File: config.mk
export PLATFORM = sky130hd
export DESIGN_NAME = counter_monitor
export DESIGN_NICKNAME = d
export VERILOG_FILES = /design/src/rtl/counter_monitor.sv
export SDC_FILE = /design/constraint.sdc
export NUM_CORES = 1
export LEC_CHECK = 0
export CORE_MARGIN = 4
export CORE_UTILIZATION = 30
export DETAILED_ROUTE_END_ITERATION = 10
export DONT_BUFFER_PORTS = 1
export SLEW_MARGIN = 15
export SYNTH_ARGS = -nofsm -noshare
export SYNTH_HDL_FRONTEND = slang
export SYNTH_SLANG_ARGS = --single-unit
File: constraint.sdc
create_clock -name clk -period 2.1 [get_ports clk]
set_input_delay 0.315 -clock clk [delete_from_list [all_inputs] [get_ports clk]]
set_output_delay 0.315 -clock clk [all_outputs]
set_load 0.01 [all_outputs]
File: src/rtl/counter_monitor.sv
// Passive checker for a WIDTH-bit up/down counter: predicts each next count, flags mismatches, wraps and faults.
// Latency: a bad dout sampled at edge k shows on mismatch/err_count right after edge k; all outputs registered.
// Backpressure: none, purely observing; it never stalls the counter and samples every cycle.
module counter_monitor #(
  parameter int WIDTH        = 4,
  parameter int ERR_CNT_W    = 8,
  parameter int FAULT_THRESH = 3
) (
  input  logic                 clk,
  input  logic                 rst,
  input  logic                 dut_rst,
  input  logic                 mode_sel,
  input  logic [WIDTH-1:0]     dout,
  input  logic                 clr,
  output logic                 synced,
  output logic                 mismatch,
  output logic                 fault,
  output logic [WIDTH-1:0]     expected,
  output logic [ERR_CNT_W-1:0] err_count,
  output logic                 wrap_up,
  output logic                 wrap_down
);

  // Consecutive-mismatch counter is wide enough for any threshold in 1..15.
  localparam int CW = 4;

  // TRACK is the only encoding with bit 0 set, so synced is a plain register bit.
  typedef enum logic [1:0] {
    UNSYNC = 2'b00,
    TRACK  = 2'b01,
    FAULT  = 2'b10
  } state_t;

  state_t          state_q, state_d;
  logic            armed_q;       // previous edge was also spent in TRACK
  logic [CW-1:0]   consec_q;
  logic [WIDTH-1:0] prev_dout_q;  // dout seen at the previous edge
  logic [WIDTH-1:0] pred_from_q;  // dout value that would wrap for the predicted direction
  logic            pred_rst_q;
  logic            pred_up_q;

  logic            cmp_en;
  logic            mm_now;
  logic            match_now;
  logic [CW-1:0]   consec_inc;
  logic            enter_fault;
  logic            wrap_hit;
  logic [WIDTH-1:0] expected_d;

  // State register.
  always_ff @(posedge clk or posedge rst) begin
    if (rst) state_q <= UNSYNC;
    else     state_q <= state_d;
  end

  // Next state: a counter reset resynchronises; a run of mismatches drops to FAULT.
  always_comb begin
    state_d = state_q;
    case (state_q)
      UNSYNC:  if (dut_rst) state_d = TRACK;
      TRACK:   if (enter_fault) state_d = FAULT;
      FAULT:   if (dut_rst) state_d = TRACK;
      default: state_d = UNSYNC;
    endcase
  end

  // Per-edge decisions: compare, fault entry, wrap detection and the next prediction.
  always_comb begin
    cmp_en      = (state_q == TRACK) && armed_q;
    mm_now      = cmp_en && (dout != expected);
    match_now   = cmp_en && (dout == expected);
    consec_inc  = (consec_q == '1) ? consec_q : consec_q + CW'(1);
    enter_fault = mm_now && (consec_inc >= CW'(FAULT_THRESH));
    wrap_hit    = match_now && !pred_rst_q && (prev_dout_q == pred_from_q);
    if (dut_rst)       expected_d = '0;
    else if (mode_sel) expected_d = dout + WIDTH'(1);
    else               expected_d = dout - WIDTH'(1);
  end

  assign synced = state_q[0];

  // Predictor, compare results, counters and sticky fault.
  always_ff @(posedge clk or posedge rst) begin
    if (rst) begin
      armed_q     <= 1'b0;
      consec_q    <= '0;
      prev_dout_q <= '0;
      pred_from_q <= '0;
      pred_rst_q  <= 1'b0;
      pred_up_q   <= 1'b0;
      expected    <= '0;
      mismatch    <= 1'b0;
      wrap_up     <= 1'b0;
      wrap_down   <= 1'b0;
      err_count   <= '0;
      fault       <= 1'b0;
    end else begin
      armed_q     <= (state_q == TRACK) && (state_d == TRACK);
      prev_dout_q <= dout;
      pred_from_q <= mode_sel ? '1 : '0;
      pred_rst_q  <= dut_rst;
      pred_up_q   <= mode_sel;
      expected    <= expected_d;
      mismatch    <= mm_now;
      wrap_up     <= wrap_hit && pred_up_q;
      wrap_down   <= wrap_hit && !pred_up_q;

      if (state_q != TRACK) consec_q <= '0;
      else if (mm_now)      consec_q <= consec_inc;
      else if (match_now)   consec_q <= '0;

      if (clr)                          err_count <= '0;
      else if (mm_now && err_count != '1) err_count <= err_count + ERR_CNT_W'(1);

      if (enter_fault) fault <= 1'b1;
      else if (clr)    fault <= 1'b0;
    end
  end

endmodule

==> results.cfg, run 1 <==
[timing]
max_freq_mhz = 525.8
setup_viol = 0
hold_viol_final = 19
period_share_pct = 90.57
setup_tns_ns = 0
setup_slack_ns = 0.1981
tightest_slew_ns = 0.4062
period_needed_ns = 1.902
max-slew-margin-rel_pct = 72.56
hold_slack_ns = -0.006638
report.final.slew_viol_count = 0
finalClockSkew_ns = 0.004526
grt_setup_unrepaired = false

[synthesis]
synth_flop_cell = dfrtp_1
synth_top_family_by_area = compound AO/OA/AOI/OAI gates
synth_simple_gate_area_share_pct = 16.24
yosysWarnings = 0
synthArstFlopShare_pct = 100.0
synth_edf_count = 0
yosysUniqueCellTypes = 36
ys_seq_area_share_pct = 53.51
avgSynthCellArea_sq_um = 10.94
synth_area_sq_um = 1356
synth-compound-area-share_pct = 16.42
postSynthCellCount = 124
ys_seq_elements = 29
synthAdderAreaFrac_pct = 5.166
synth_nets = 138
synth-xor-area-share_pct = 4.520
synthMuxAreaShare_pct = 1.568

[global_route]
antenna_found_initial = 0
grt_max_degree = 30
overflow = 0
grt_pass1_vias = 1043
grt_pass1_wl_mm = 4.685
track_usage_pct = 11.48

[die]
initial_utilization_pct = 31.15
die_w_microns = 75.24
core_area_sq_um = 4354
die_h_microns = 75.24
io_pins = 26
row_count = 24
dieArea_sq_um = 5661

[worst_setup_path]
crit_type = flip-flop to flip-flop
r2r-start = expected[2]$_DFF_PP0_
rrSetupSlack_ns = 0.20
cp.arrival_ns = 2.07
regToRegEndpoint = consec_q[0]$_DFFE_PP0P_
worstPathMaxFanout = 17
worst_setup_path_end_kind = flip-flop
start_kind = flip-flop
cp.required_ns = 2.27
r2r_cells = 5

[routing]
wl_mm = 2.864
num_vias = 978
via_per_inst = 5.344
drc = 0
wl_per_cell_microns = 15.65
drtIter0Drc = 17
drt_first_pass_iters = 4
postRouteAntennaNets = 0

[cts]
insertion_delay_ns = 0.28
cts.repair.resized = 0
ctsHoldBuffers = 0
cts_root_buf = clkbuf_8
cts_buffers = 5
clk_pin_slew_ns = 0.06
cts_buffer_depth = 2
tritoncts = built
htreeDepth = 2
post-cts-setup-buffers = 0
clock_sinks = 29

[cells_and_area]
drive_gt1_share_pct = 8.397
area_growth_pct = 12.18
layout.nets = 144
n_antenna_cell = 0

[run_status]
violations = negative hold slack
status = complete, but fails checks

[run]
max_cap_violations = 0

[power]
powerDensity_nw_per_um2 = 1079
power_mw = 1.642
leakage_nw = 0.6284
irDropWorstVdd_v = 0.0005373

[placement]
dp_slack_ns = 0.2146
gp_congestion = 0.7850
port_buffers = 0
dpl.hpwl_mm = 2.138

[min_path]
hold_class = input port to async pin
==> metrics by stage <==
step	cells	cell area (sq um)	hold WS [ns]	utilization, %
2_1_floorplan	124	1356	0.3464	-
3_3_place_gp	175	1420	0.2999	32.61
3_5_place_dp	175	1420	0.3062	32.61
4_1_cts	183	1521	0.001926	34.94
5_1_grt	183	1521	0.02657	34.94
6_report	183	1521	-0.006638	34.94
==> final cells by class <==
cell class | instances | area (sq um)
Inverter | 7 | 26.28
Clock inverter | 1 | 5.005
Tap cell | 52 | 65.06
Clock buffer | 7 | 96.34
Timing Repair Buffer | 1 | 7.507
Sequential cell | 29 | 725.7
Fill cell | 439 | 2833
Multi-Input combinational cell | 86 | 595.6
==> worst max path at each step <==
stage                           from                       to  slack, ns
6_report       expected[2]$_DFF_PP0_  consec_q[0]$_DFFE_PP0P_       0.20
3_5_place_dp   expected[3]$_DFF_PP0_  consec_q[0]$_DFFE_PP0P_       0.21
4_1_cts        expected[3]$_DFF_PP0_  consec_q[0]$_DFFE_PP0P_       0.20
2_1_floorplan  expected[2]$_DFF_PP0_  consec_q[0]$_DFFE_PP0P_       0.49
3_3_place_gp   expected[3]$_DFF_PP0_  consec_q[0]$_DFFE_PP0P_       0.29
5_1_grt        expected[2]$_DFF_PP0_  consec_q[0]$_DFFE_PP0P_       0.09
==> metal layers <==
layer	track usage, %	share of wire, %
met5	0	0
met4	5.243	1.6
met3	6.542	11
met2	17.99	47
met1	12.66	40
==> sequential cells by signal, summed over array words and instances, names as in the netlist <==
register,cells
pred_rst_q,1
pred_from_q,1
err_count,8
state_q,2
consec_q,4
expected,4
armed_q,1
wrap_up,1
wrap_down,1
prev_dout_q,4
fault,1
mismatch,1
==> where the power goes <==
| group | switching [mW] | total [mW] | internal (mW) |
|---|---|---|---|
| logic | 0.221 | 0.384 | 0.163 |
| registers | 0.111 | 0.760 | 0.648 |
| clock network | 0.203 | 0.498 | 0.295 |
==> cells by family after synthesis <==
logic type	after synthesis
DFF	29
and+or+nand+nor	40
buffers and inverters	9
adders and majority gates	5
muxes	2
xor gates and xnor gates	7
AOI/OAI and AO/OA	32
==> critical path, cell delays in order (launching register included) <==
cell and delay, ns:
dfrtp_1 0.43, xnor2_1 0.27, a41o_4 0.36, clkinv_1 0.26
and2_1 0.22, mux2_2 0.25
==> synthesized netlist by cell type (2+ instances only) <==
cell / count / area, sq um
dfrtp_1: 29 / 725.7
nand3b_1: 3 / 22.52
o41ai_1: 2 / 17.52
or3_1: 4 / 25.02
nand2_1: 5 / 18.77
o22ai_1: 2 / 12.51
xnor2_1: 6 / 52.55
or4_1: 5 / 37.54
inv_1: 6 / 22.52
ha_1: 4 / 50.05
o31ai_1: 4 / 30.03
nor2_1: 10 / 37.54
nor2b_1: 3 / 18.77
nand3_1: 4 / 20.02
a21oi_1: 12 / 60.06
nand4_1: 2 / 12.51
o21ai_0: 4 / 20.02
==> placed cells by master (no fill, tap or decap), drive strengths merged, types with 2 or more instances in the layout <==
cell type  netlist  routed
dfrtp           29      29
a21oi           12      12
nor2            10      10
clkbuf           0       7
xnor2            6       6
inv              6       6
nand2            5       5
or4              5       5
nand3            4       4
or3              4       4
o31ai            4       4
o21ai            4       4
ha               4       4
nand3b           3       3
nor2b            3       3
o22ai            2       2
o41ai            2       2
nand4            2       2
clkinv           1       2
No activity file was read; power rests on OpenSTA's default activity.
==> inputs of run 2 (changes only) <==
--- a/config.mk
+++ b/config.mk
@@ -7,8 +7,10 @@
 export LEC_CHECK = 0
 export CORE_MARGIN = 4
 export CORE_UTILIZATION = 30
+export CTS_CLUSTER_SIZE = 24
 export DETAILED_ROUTE_END_ITERATION = 10
 export DONT_BUFFER_PORTS = 1
+export SETUP_SLACK_MARGIN = 0.4
 export SLEW_MARGIN = 15
 export SYNTH_ARGS = -nofsm -noshare
 export SYNTH_HDL_FRONTEND = slang
==> results.cfg, run 2 (synthesized netlist as in run 1, its figures left out) <==
[timing]
setup_tns_ns = 0
setup_viol = 0
period_needed_ns = 1.709
max_freq_mhz = 585.2
report.final.slew_viol_count = 0
setup_slack_ns = 0.3913
max-slew-margin-rel_pct = 74.15
tightest_slew_ns = 0.3878
period_share_pct = 81.37
grt_setup_unrepaired = true
hold_slack_ns = -0.008462
hold_viol_final = 29
finalClockSkew_ns = 0.003475

[worst_setup_path]
cpMaxStageDelayCell = or4_1
worstPathMaxFanout = 6
cp_cell_sequence = xnor2_4 > a41o_4 > or4_1 > a21oi_1
cp.required_ns = 2.30
cp.arrival_ns = 1.91
crit_path_max_incr_delay_ns = 0.50
worst_setup_path_end_kind = flip-flop
start_kind = flip-flop
rrSetupSlack_ns = 0.39
crit_type = flip-flop to flip-flop

[die]
die_h_microns = 75.24
die_w_microns = 75.24
dieArea_sq_um = 5661
core_area_sq_um = 4354
io_pins = 26
initial_utilization_pct = 31.15
row_count = 24

[cells_and_area]
layout_commonest_cell = dfrtp_1
n_antenna_cell = 0
drive_gt1_share_pct = 32.61
top_register = err_count
fin_util_pct = 39.71
largest_reg_flops = 8
layout.nets = 151
area_growth_pct = 27.49
instances_no_fill = 190
mostFrequentLayoutCells = dfrtp_1, nor2_1, clkbuf_8

[cts]
insertion_delay_ns = 0.28
clock_sinks = 29
ctsHoldBuffers = 0
tritoncts = built
htreeDepth = 2
cts_buffers = 5
clk_pin_slew_ns = 0.06
cts_root_buf = clkbuf_8
cts_buffer_depth = 2

[global_route]
grt_pass1_wl_mm = 5.016
overflow = 0
grt_pass1_vias = 1067
track_usage_pct = 12.48
grt_max_degree = 30
antenna_found_initial = 0

[routing]
drc = 0
drtIter0Drc = 35
wl_mm = 3.309
wl_per_cell_microns = 17.42
postRouteAntennaNets = 0
drt_first_pass_iters = 4
num_vias = 1042
via_per_inst = 5.484

[placement]
gp_congestion = 0.7850
dp_slack_ns = 0.2146
port_buffers = 0
dpl.hpwl_mm = 2.138
placed_cells = 175

[run_status]
violations = negative hold slack
status = complete, but fails checks

[power]
powerDensity_nw_per_um2 = 1056
irDropWorstVdd_v = 0.0005964
leakage_nw = 0.6898

[min_path]
hold_class = input port to async pin

[run]
max_cap_violations = 0
[run 2: cell type report]
cell class                 count  area [sq um]
clock buffer                   7         96.34
clock inverter                 1         5.005
fill                         423          2625
inverter                       7         28.78
multi-input combinational     87         744.5
sequential                    29         733.2
tap                           52         65.06
timing repair buffer           7         56.30
[run 2: final timing paths]
path	start	end	cells after the start
worst min register to register	pred_from_q[2]$_DFF_PP0_	wrap_down$_DFF_PP0_	1
worst max register to register	expected[0]$_DFF_PP0_	err_count[6]$_DFFE_PP0P_	4
worst min-delay path	rst	pred_from_q[2]$_DFF_PP0_	2
worst max-delay path	expected[0]$_DFF_PP0_	err_count[6]$_DFFE_PP0P_	4
max in group asynchronous	rst	state_q[0]$_DFF_PP0_	2
min in group clk	mode_sel	pred_from_q[2]$_DFF_PP0_	0
[run 2: worst max-delay path: cells and delay by family (launching register included)]
family	cells	cell delay (ns)
compound gates	2	0.48
xor+xnor	1	0.18
simple gates	1	0.50
flops	1	0.46
[run 2: per-stage QoR]
| step | area (sq um) | total power [mW] | hold slack (ns) |
|---|---|---|---|
| after floorplan | 1356 | 1.064 | 0.3464 |
| after global placement | 1420 | 1.141 | 0.2999 |
| after detailed placement | 1420 | 1.157 | 0.3062 |
| after CTS | 1623 | 1.774 | 0.001839 |
| after global routing | 1729 | 1.947 | 0.02858 |
| final | 1729 | 1.827 | -0.008462 |
[run 2: repair_timing]
action                     in CTS  in global routing
setup endpoints to repair      11                 14
setup buffers                   4                  2
resized for setup              13                 20
pin swaps                       4                 14
gates cloned                    1                  0
[run 2: layer usage]
metal  vias to the layer above  wire length [microns]  track usage [%]
met2                        37                   1579            18.38
met3                         5                    335            6.542
met1                       513                   1348            15.31
met4                         0                     46            5.243
li1                        487                      -                -
met5                         -                      0                0
[run 2: report_power, final]
group	total [mW]	internal, mW	switching [mW]
Clock	0.502	0.295	0.206
Combinational	0.546	0.267	0.279
Sequential	0.779	0.653	0.126
Total	1.83	1.22	0.611
==> inputs of run 3 (changes only) <==
==> constraint.sdc (replaced) <==
create_clock -name clk -period 1.4 [get_ports clk]
set_input_delay 0.21 -clock clk [delete_from_list [all_inputs] [get_ports clk]]
set_output_delay 0.21 -clock clk [all_outputs]
set_load 0.01 [all_outputs]
==> results.cfg, run 3 (synthesized netlist as in run 1, its figures left out) <==
[cells_and_area]
area_growth_pct = 66.51
design_area_sq_um = 2258
n_antenna_cell = 0
fillers = 361
largest_reg_flops = 8
top_register = err_count
layout_commonest_cell = dfrtp_1
drive_gt1_share_pct = 51.11
mostFrequentLayoutCells = dfrtp_1, buf_6, buf_4, a21oi_2
layout.nets = 193

[power]
power_mw = 3.451
irDropWorstVdd_v = 0.0005368
leakage_nw = 0.9352
powerDensity_nw_per_um2 = 1528

[cts]
insertion_delay_ns = 0.28
cts_buffers = 5
clk_pin_slew_ns = 0.07
tritoncts = built
cts_root_buf = clkbuf_8
ctsHoldBuffers = 7
cts_buffer_depth = 2
clock_sinks = 29
htreeDepth = 2

[placement]
dpl.hpwl_mm = 2.400
port_buffers = 0
gp_congestion = 0.8093
place_area_sq_um = 1780

[timing]
hold_slack_ns = -0.02763
finalClockSkew_ns = 0.008543
max_freq_mhz = 620.1
grt_setup_unrepaired = true
setup_slack_ns = -0.2126
period_needed_ns = 1.613
report.final.slew_viol_count = 0
hold_viol_final = 8
tightest_slew_ns = 0.4603
setup_viol = 18
period_share_pct = 115.2
max-slew-margin-rel_pct = 69.04

[routing]
via_per_inst = 5.168
num_vias = 1199
drt_first_pass_iters = 4
postRouteAntennaNets = 0
wl_per_cell_microns = 15.40
wl_mm = 3.572
drc = 0
drtIter0Drc = 39

[global_route]
grt_max_degree = 30
antenna_found_initial = 0
grt_pass1_vias = 1208
grt_pass1_wl_mm = 5.713
track_usage_pct = 13.76
overflow = 0

[worst_setup_path]
regToRegEndpoint = err_count[7]$_DFFE_PP0P_
crit_type = flip-flop to flip-flop
r2r-start = expected[0]$_DFF_PP0_
worstPathMaxFanout = 7
r2r_cells = 4
rrSetupSlack_ns = -0.21
cp.arrival_ns = 1.82
worst_setup_path_end_kind = flip-flop
start_kind = flip-flop
cp.required_ns = 1.61

[min_path]
hold_class = input port to flip-flop
hold_end = err_count[5]$_DFFE_PP0P_
whs_path_depth = 1
hp-start = clr

[die]
row_count = 24
die_w_microns = 75.24
initial_utilization_pct = 31.15
die_h_microns = 75.24
core_area_sq_um = 4354
dieArea_sq_um = 5661
io_pins = 26

[run_status]
violations = negative hold slack, negative setup slack
status = complete, but fails checks

[run]
max_cap_violations = 0
-- run 3: changes by cell type in the layout (fill, tap and decap cells not counted), moves of 3 or more --
cell           previous run  this run
buf_6                     1        21
a21oi_1                   6         3
a21oi_2                   6         9
o21ai_0                   4         1
o31ai_2                   0         3
buf_4                     6        21
dfrtp_1                  23        26
o21ai_1                   0         3
dfrtp_2                   6         3
dlygate4sd3_1             0         7
o31ai_1                   4         0
-- run 3: per-stage QoR --
| stage | hold WS (ns) | util, % | cells | setup slack, ns | TNS [ns] |
|---|---|---|---|---|---|
| floorplan | 0.2414 | - | 124 | -0.1330 | -0.5931 |
| global placement | 0.1907 | 40.89 | 204 | -0.1469 | -1.075 |
| detailed placement | 0.2016 | 40.89 | 204 | -0.1794 | -1.661 |
| CTS | -0.03202 | 49.05 | 226 | -0.1720 | -1.699 |
| global route | -0.04570 | 51.87 | 232 | -0.2691 | -3.246 |
| finish | -0.02763 | 51.87 | 232 | -0.2126 | -1.879 |
-- run 3: layer usage --
| metal | GRT usage (%) | share of wire (%) |
|---|---|---|
| met1 | 14.50 | 40 |
| met2 | 24.66 | 52 |
| met3 | 4.806 | 5.6 |
| met4 | 6.019 | 2.4 |
| met5 | 0 | 0 |
-- run 3: worst max path at each step --
stage	slack, ns	from	to
floorplan	-0.13	expected[0]$_DFF_PP0_	err_count[7]$_DFFE_PP0P_
global placement	-0.15	expected[0]$_DFF_PP0_	err_count[7]$_DFFE_PP0P_
detailed placement	-0.18	expected[0]$_DFF_PP0_	err_count[5]$_DFFE_PP0P_
CTS	-0.17	expected[2]$_DFF_PP0_	err_count[5]$_DFFE_PP0P_
global route	-0.27	expected[0]$_DFF_PP0_	err_count[7]$_DFFE_PP0P_
finish	-0.21	expected[0]$_DFF_PP0_	err_count[7]$_DFFE_PP0P_
-- run 3: cell type report --
type / count / area, sq um / share of cell area [%]
clock inverters: 2 / 37.54 / 1.662
multi-input cells: 87 / 832.0 / 36.84
repair buffers: 49 / 464.2 / 20.55
clock buffers: 6 / 82.58 / 3.657
well taps: 52 / 65.06 / 2.881
flip-flops and latches: 29 / 729.5 / 32.30
inverters: 7 / 47.55 / 2.105
-- run 3: what timing repair did --
item	in CTS	in global routing
pin swaps	9	6
gates resized for setup	29	19
gates cloned	1	0
hold endpoints to repair	47	8
buffers inserted	6	6
endpoints found under the setup margin	32	32
-- run 3: worst max-delay path, stage by stage, from the launching register on --
cell	delay, ns
dfrtp_1	0.42
xnor2_2	0.17
a41o_4	0.32
or4_4	0.48
a21oi_2	0.13
-- run 3: where the power goes --
group | leakage (nW) | switching [mW] | internal [mW] | total [mW]
combinational | 0.505 | 0.666 | 0.798 | 1.46
clock | 0.0574 | 0.326 | 0.578 | 0.904
sequential | 0.373 | 0.108 | 0.976 | 1.08
